==> config.mk <==
export PLATFORM = sky130hd
export DESIGN_NAME = bp_fe_ras_circ_flat
export DESIGN_NICKNAME = d
export VERILOG_FILES = /design/src/rtl/bp_fe_ras_circ_if.sv /design/src/rtl/bp_fe_ras_circ.sv /design/src/flat_wrapper.sv
export SDC_FILE = /design/constraint.sdc
export NUM_CORES = 1
export LEC_CHECK = 0
export BUFFER_PORTS_ARGS = -buffer_cell sky130_fd_sc_hd__buf_2
export CORE_ASPECT_RATIO = 1.5
export CORE_UTILIZATION = 30
export DETAILED_ROUTE_END_ITERATION = 8
export PLACE_DENSITY_LB_ADDON = 0.2
export RECOVER_POWER = 50
export SLEW_MARGIN = 20
export SYNTH_ARGS = -nofsm -noshare
export SYNTH_HDL_FRONTEND = slang
export SYNTH_SLANG_ARGS = --single-unit
==> constraint.sdc <==
create_clock -name clk_i -period 33.2 [get_ports clk_i]
set_input_delay 3.32 -clock clk_i [delete_from_list [all_inputs] [get_ports clk_i]]
set_output_delay 3.32 -clock clk_i [all_outputs]
set_load 0.1 [all_outputs]
==> src/rtl/bp_fe_ras_circ_if.sv <==
// Return-address-stack port bundle: frontend (master) drives push/pop/restore,
// RAS (slave) returns the predicted target and its checkpoint state.
interface bp_fe_ras_circ_if #(
    parameter int vaddr_width_p = 39,
    parameter int ras_els_p     = 16
);
    localparam int ptr_width_lp = $clog2(ras_els_p);
    localparam int cnt_width_lp = $clog2(ras_els_p + 1);

    logic                     push_i;
    logic [vaddr_width_p-1:0] push_addr_i;
    logic                     pop_i;
    logic                     restore_i;
    logic [ptr_width_lp-1:0]  restore_ptr_i;
    logic [cnt_width_lp-1:0]  restore_cnt_i;
    logic [vaddr_width_p-1:0] tgt_o;
    logic                     tgt_v_o;
    logic [ptr_width_lp-1:0]  ckpt_ptr_o;
    logic [cnt_width_lp-1:0]  ckpt_cnt_o;

    modport master (
        output push_i, push_addr_i, pop_i, restore_i, restore_ptr_i, restore_cnt_i,
        input  tgt_o, tgt_v_o, ckpt_ptr_o, ckpt_cnt_o
    );

    modport slave (
        input  push_i, push_addr_i, pop_i, restore_i, restore_ptr_i, restore_cnt_i,
        output tgt_o, tgt_v_o, ckpt_ptr_o, ckpt_cnt_o
    );
endinterface

==> src/rtl/bp_fe_ras_circ.sv <==
// Circular return address stack with saturating occupancy.
// Oldest entries are silently overwritten on overflow; pops on an empty stack
// are dropped. Checkpoint restore is built only with BP_FE_RAS_RESTORE_EN.
module bp_fe_ras_circ #(
    parameter int vaddr_width_p = 39,
    parameter int ras_els_p     = 16
) (
    input logic               clk_i,
    input logic               reset_i,
    bp_fe_ras_circ_if.slave   ras_if
);
    localparam int ptr_width_lp = $clog2(ras_els_p);
    localparam int cnt_width_lp = $clog2(ras_els_p + 1);
    localparam logic [cnt_width_lp-1:0] full_lp = cnt_width_lp'(ras_els_p);

    logic [ras_els_p-1:0][vaddr_width_p-1:0] mem_r;
    logic [ptr_width_lp-1:0] tp_r, tp_n, wr_idx;
    logic [cnt_width_lp-1:0] cnt_r, cnt_n;
    logic                    wr_en;

    // Next pointer/occupancy and write target; restore (when built) overrides push/pop
    always_comb begin
        tp_n   = tp_r;
        cnt_n  = cnt_r;
        wr_en  = 1'b0;
        wr_idx = tp_r;
        if (ras_if.push_i && ras_if.pop_i) begin
            // co-routine swap: replace top in place
            wr_en = 1'b1;
            if (cnt_r == '0) cnt_n = cnt_width_lp'(1);
        end else if (ras_if.push_i) begin
            tp_n   = tp_r + 1'b1;
            wr_en  = 1'b1;
            wr_idx = tp_n;
            if (cnt_r != full_lp) cnt_n = cnt_r + 1'b1;
        end else if (ras_if.pop_i && cnt_r != '0) begin
            tp_n  = tp_r - 1'b1;
            cnt_n = cnt_r - 1'b1;
        end
`ifdef BP_FE_RAS_RESTORE_EN
        if (ras_if.restore_i) begin
            wr_en = 1'b0;
            tp_n  = ras_if.restore_ptr_i;
            cnt_n = (ras_if.restore_cnt_i > full_lp) ? full_lp : ras_if.restore_cnt_i;
        end
`endif
    end

`ifndef BP_FE_RAS_RESTORE_EN
    // restore port is present but intentionally dead in this build
    logic unused_restore;
    assign unused_restore = ^{ras_if.restore_i, ras_if.restore_ptr_i, ras_if.restore_cnt_i};
`endif

    // Pointer and occupancy state
    always_ff @(posedge clk_i or posedge reset_i) begin
        if (reset_i) begin
            tp_r  <= '0;
            cnt_r <= '0;
        end else begin
            tp_r  <= tp_n;
            cnt_r <= cnt_n;
        end
    end

    // Entry storage; reset clears every entry so tgt_o reads zero afterwards
    always_ff @(posedge clk_i or posedge reset_i) begin
        if (reset_i) begin
            mem_r <= '0;
        end else if (wr_en) begin
            mem_r[wr_idx] <= ras_if.push_addr_i;
        end
    end

    assign ras_if.tgt_o      = mem_r[tp_r];
    assign ras_if.tgt_v_o    = (cnt_r != '0);
    assign ras_if.ckpt_ptr_o = tp_r;
    assign ras_if.ckpt_cnt_o = cnt_r;
endmodule

==> src/flat_wrapper.sv <==
// flat-port wrapper written by rule: the top's interface ports become plain ports
module bp_fe_ras_circ_flat 
#(
    parameter int vaddr_width_p = 39,
    parameter int ras_els_p     = 16
)
  (clk_i, reset_i, ras_if_push_i, ras_if_push_addr_i, ras_if_pop_i, ras_if_restore_i, ras_if_restore_ptr_i, ras_if_restore_cnt_i, ras_if_tgt_o, ras_if_tgt_v_o, ras_if_ckpt_ptr_o, ras_if_ckpt_cnt_o);
  bp_fe_ras_circ_if #(.vaddr_width_p(vaddr_width_p), .ras_els_p(ras_els_p)) ras_if_i ();
  input logic clk_i;
  input logic reset_i;
  input wire logic [$bits(ras_if_i.push_i)-1:0] ras_if_push_i;
  input wire logic [$bits(ras_if_i.push_addr_i)-1:0] ras_if_push_addr_i;
  input wire logic [$bits(ras_if_i.pop_i)-1:0] ras_if_pop_i;
  input wire logic [$bits(ras_if_i.restore_i)-1:0] ras_if_restore_i;
  input wire logic [$bits(ras_if_i.restore_ptr_i)-1:0] ras_if_restore_ptr_i;
  input wire logic [$bits(ras_if_i.restore_cnt_i)-1:0] ras_if_restore_cnt_i;
  output wire logic [$bits(ras_if_i.tgt_o)-1:0] ras_if_tgt_o;
  output wire logic [$bits(ras_if_i.tgt_v_o)-1:0] ras_if_tgt_v_o;
  output wire logic [$bits(ras_if_i.ckpt_ptr_o)-1:0] ras_if_ckpt_ptr_o;
  output wire logic [$bits(ras_if_i.ckpt_cnt_o)-1:0] ras_if_ckpt_cnt_o;
  assign ras_if_i.push_i = ras_if_push_i;
  assign ras_if_i.push_addr_i = ras_if_push_addr_i;
  assign ras_if_i.pop_i = ras_if_pop_i;
  assign ras_if_i.restore_i = ras_if_restore_i;
  assign ras_if_i.restore_ptr_i = ras_if_restore_ptr_i;
  assign ras_if_i.restore_cnt_i = ras_if_restore_cnt_i;
  assign ras_if_tgt_o = ras_if_i.tgt_o;
  assign ras_if_tgt_v_o = ras_if_i.tgt_v_o;
  assign ras_if_ckpt_ptr_o = ras_if_i.ckpt_ptr_o;
  assign ras_if_ckpt_cnt_o = ras_if_i.ckpt_cnt_o;
  bp_fe_ras_circ #(.vaddr_width_p(vaddr_width_p), .ras_els_p(ras_els_p)) u_core (.clk_i(clk_i), .reset_i(reset_i), .ras_if(ras_if_i));
endmodule
After elaboration in Yosys (flattened, before gate mapping):

Index checks and enable logic that the tools add are counted.

* flip-flop bits (word level): 633
* bits in latches: 0
* bits in writable memories: 0
* ROM bits: 0
* input port bits: 53
* output and inout port bits: 49
* logic and storage cells: 54
* memories: 0

* $add $sub $neg: 4
* $mul: 0
* divide/modulo/power cells: 0
* magnitude comparators: 3
* equal/unequal tests: 3
* shifts and indexed selects: 0
* multiplexer cells: 16
* bitwise operators: 1
* reductions and logical operators: 9

Operators with widths (count)
* bitwise mux 624 bit: 1
* binary-select mux 39 bit (select 4 bit): 1
* demux 39 bit (select 4 bit): 1
* 2-to-1 mux 39 bit: 2
* 2-to-1 mux 5 bit: 5
* 2-to-1 mux 4 bit: 4
* < comparator 4 x 5 -> 1 bit (second input constant): 2
* adder 5 x 1 -> 5 bit (second input constant): 1
* logical NOT 5 bit: 1
* inequality test 5 bit (second input constant): 1
* nonzero test 5 bit: 1
* subtractor 5 x 1 -> 5 bit (second input constant): 1
* adder 4 x 1 -> 4 bit (second input constant): 1
* >= comparator 4 x 1 -> 1 bit (second input constant): 1
* subtractor 4 x 1 -> 4 bit (second input constant): 1
* logical AND 1 bit: 3
* inequality test 3 x 1 -> 1 bit (second input constant): 1
* AND reduction 3 bit: 1
* nonzero test 3 bit: 1
* 2-to-1 mux 1 bit: 2
* inequality test 2 bit (second input constant): 1
* AND reduction 2 bit: 1
* nonzero test 2 bit: 1
* NOT 1 bit: 1

Longest topological paths before layout:

* depth after elaboration: 8
* mapped depth: 12
* mapped depth without buffers: 6

Least setup slack after synthesis:

OpenSTA, ideal clock, no wires.

* kind: register to output
* from: register u_core.tp_r[0], in the netlist u_core.ras_if.ckpt_ptr_o[0]
* to: output ras_if_tgt_o[12]
* arrival time: 3947 ps
* required time: 29880 ps
* path slack: 25933 ps
* stages on the path, launching flop included: 8
* path buffers: 4
* path through: dfrtp_1 buf_2 buf_4 buf_4 buf_4 mux4_2 nand2_1 a31oi_1

* longest elaborated chain between the ends: 2

RTL lines
* start, declared: RTL line bp_fe_ras_circ.sv:17 `logic [ptr_width_lp-1:0] tp_r, tp_n, wr_idx;`
* start signal, assigned: RTL line bp_fe_ras_circ.sv:61 `tp_r <= tp_n;`
* binary-select mux 39 bit (select 4 bit): RTL line bp_fe_ras_circ.sv:75 `assign ras_if.tgt_o = mem_r[tp_r];`
* 2-to-1 mux 39 bit (implied by the code): RTL line bp_fe_ras_circ.sv:75
* end, declared: RTL line flat_wrapper.sv:17 `output wire logic [$bits(ras_if_i.tgt_o)-1:0] ras_if_tgt_o;`

Every way passes these cells. The select of a mux whose other input is x is not followed.

==> out/results.md <==
### Global routing
* **number of antenna violations at the first check in global routing** 12
* **global route total overflow** 0
* **combined global-route utilization of all metal layers** 0.158
* **largest net degree at the start of global routing** 205
* **first-pass GRT wire length** 117000 um
* **number of global-route vias before repair** 17900

### Synthesis
* **most frequently used flop master after synthesis** dfrtp_1
* **Avg Cell Area, Syn** 15.9 um^2
* **Yosys warnings** 0
* **area of the mapped netlist** 29100 um^2
* **synth top area cells** dfrtp_1 54%, mux2_2 20%, mux4_2 12%
* **most instantiated library cell after synthesis** dfrtp_1
* **EDFF count, synth** 0
* **most frequent cells after synthesis** 633 x dfrtp_1, 529 x mux2_2, 157 x mux4_2
* **number of distinct library cell variants in the gate-level netlist after synthesis** 52
* **synthesized flop and latch total** 633
* **total nets after synthesis** 1890
* **post-synthesis cell type with the largest combined area** dfrtp_1
* **Cells after Synth** 1831
* **area share of the largest cell type after synthesis** 0.544
* **async set-reset flop share out of synthesis** 1.00
* **sequential share of the synthesized area** 0.544

### Floorplan
* **initial standard-cell utilization of the core** 0.303
* **DIE AREA** 98300 um^2
* **Die X** 256 um
* **vertical die dimension** 384 um
* **I/O Pins** 102
* **number of placement rows** 139
* **standard cell core area** 96000 um^2

### Clock network
* **number of CTS-inserted buffers** 61
* **largest buffer count on any clock path** 3
* **buffers inserted by post-CTS timing repair** 0
* **clock latency reported for the late side of the worst-skew pair** 0.65 ns
* **CTS hold repair buffers** 0
* **CTS tree** done
* **master cell of the clock root buffer** clkbuf_16
* **clock-pin slew on the worst setup and hold paths** 0.07 ns
* **htree depth** 2
* **number of sinks on the clock net** 633
* **number of gates resized after cts** 0

### Cells and area
* **combined area of the multi-input logic cells** 12300 um^2
* **synth-to-layout area growth** 11.9%
* **filler cell count in the final layout** 9285
* **layout cell share with drive strength beyond 1** 0.478
* **final core utilization** 0.339
* **Layout Nets** 1921
* **Post-Layout Inst Area** 32600 um^2
* **final cell count without fillers** 3179
* **register cell area after layout** 15900 um^2

### Setup path
* **critical path class** in2async
* **crit-path max cell delay** 3.57 ns
* **slowest stage cell on the critical path** clkinvlp_2
* **cell family contributing the most delay on the critical path** buffers and inverters
* **WP data required** 32.31 ns
* **type of element capturing the critical path** async pin
* **Critical Path Most Common Cell** clkbuf_1
* **Worst Path Max Fanout** 142
* **critical path buffer and inverter count** 4
* **arrival time at the worst endpoint** 13.64 ns
* **cells traversed along the worst timing path** buf_2, clkinvlp_2, clkbuf_1, clkbuf_1
* **element type at the critical path start** input pin

### Run
* **max-cap check violation count** 20

### STA
* **Setup-failing EPs final** 0
* **final-report hold violation count** 0
* **RSZ-0062 raised after global routing** false
* **Clock Skews** 0.0151 ns
* **timing-limited maximum frequency** 68.8 MHz
* **post-route fraction of the period consumed by the critical path** 0.438
* **setup TNS** 0 ns
* **clock period minus final worst setup slack** 14.53 ns
* **Slew Viols, Final** 708
* **Worst Hold Margin** 0.481 ns
* **slew at the pin with the worst max-slew slack** 6.48 ns
* **Slew Limit Headroom** -3.34

### Status
* **violated checks** capacitance limit, slew limit
* **run status** finished, violations left

### Routing
* **detailed-route wire length** 76300 um
* **total DRC errors in the routed layout** 0
* **final antenna-violating net count** 0
* **total vias in the final route** 16100
* **routed wire length per instance** 24.0 um
* **drt initial violations** 865
* **via density per instance** 5.06
* **first-pass iteration count of the detailed router** 5

### Place
* **number of placed instances, taps included** 3067
* **area of placed instances** 30800 um^2
* **final weighted congestion in routability-driven placement** 0.708
* **port buffer count** 91
* **Post-DP HPWL** 43000 um

### Pwr
* **power density relative to cell area** 117 nW/um^2
* **leakage power figure** 13.6 nW
* **worst vdd ir** 0.0613 mV

### Min path
* **HP Class** reg2reg

-- layer usage --
metal,track usage,wire length (um)
met5,0,75
met4,0.0508,2100
met3,0.0251,2740
met2,0.274,38900
met1,0.200,32500
-- area by class of cell --
class / instances / area share
multi-input combinational: 1026 / 0.379
clock buffer: 83 / 0.0540
inverter: 6 / 0.000730
tap: 1269 / 0.0487
timing repair buffer: 134 / 0.0227
clock inverter: 24 / 0.00833
antenna: 4 / 0.000307
sequential: 633 / 0.487
-- logic make-up after synthesis --
kind of cell,after synthesis,synth area share
multiplexers,814,0.374
AO/OA/AOI/OAI,108,0.0257
flip-flops,633,0.544
XOR/XNOR,7,0.00301
adder cells (fa/ha/maj),6,0.00284
AND/OR/NAND/NOR,91,0.0205
buffers and inverters,172,0.0299
-- cells in the final DEF, fill, tap and decap left out, types with 5 or more instances in the layout --
master and count:
and2_1 29, buf_2 85, mux2_1 100, nand2_1 25, buf_4 24, nor4_1 7, a211oi_1 44, nor2b_1 11
ha_1 5, bufinv_16 5, clkbuf_16 61, a31oi_1 10, mux4_2 157, a21oi_1 34, mux2i_1 30, dfrtp_1 629
mux2_2 527, clkbuf_1 30, clkinv_2 11, clkbuf_8 15
-- path summary, 6_finish.rpt --
path,cells past startpoint,endpoint,slack (ns),start
max,4,u_core.ras_if.ckpt_ptr_o[1],18.67,reset_i
min,1,u_core.mem_r[590],0.48,u_core.mem_r[590]
min in group asynchronous,2,u_core.mem_r[186],4.75,reset_i
min reg2reg,1,u_core.mem_r[590],0.48,u_core.mem_r[590]
max reg2reg,8,u_core.mem_r[301],26.71,u_core.ras_if.ckpt_ptr_o[1]
max in group clk_i,6,u_core.mem_r[301],25.29,ras_if_push_i
-- sequential cells by signal (all words and copies together) (netlist names) --
register	flops
u_core.mem_r	624
u_core.ras_if.ckpt_cnt_o	5
u_core.ras_if.ckpt_ptr_o	4
-- per-stage QoR --
step / setup slack (ns) / power (mW)
6_report: 18.67 / 3.81
5_1_grt: 16.29 / 4.03
4_1_cts: 25.37 / 3.88
3_5_place_dp: 26.09 / 3.16
3_3_place_gp: 26.06 / 3.10
2_1_floorplan: 12.15 / 2.75
-- worst register-to-register path, delay by kind of cell (launching register included) --
| family | cells | cell delay (ns) |
|---|---|---|
| AOI/OAI and AO/OA | 1 | 0.22 |
| adders and majority gates | 1 | 0.39 |
| buffers and inverters | 3 | 1.88 |
| DFF | 1 | 0.65 |
| muxes | 1 | 0.47 |
| and+or+nand+nor | 2 | 2.76 |
-- where the power goes --
part / leakage [nW] / switching [mW] / internal (mW)
clock: 1.00 / 0.307 / 0.408
combinational: 4.84 / 0.988 / 0.734
sequential: 7.80 / 0.225 / 1.15
total: 13.6 / 1.52 / 2.29
(Power assumes the default switching activity.)
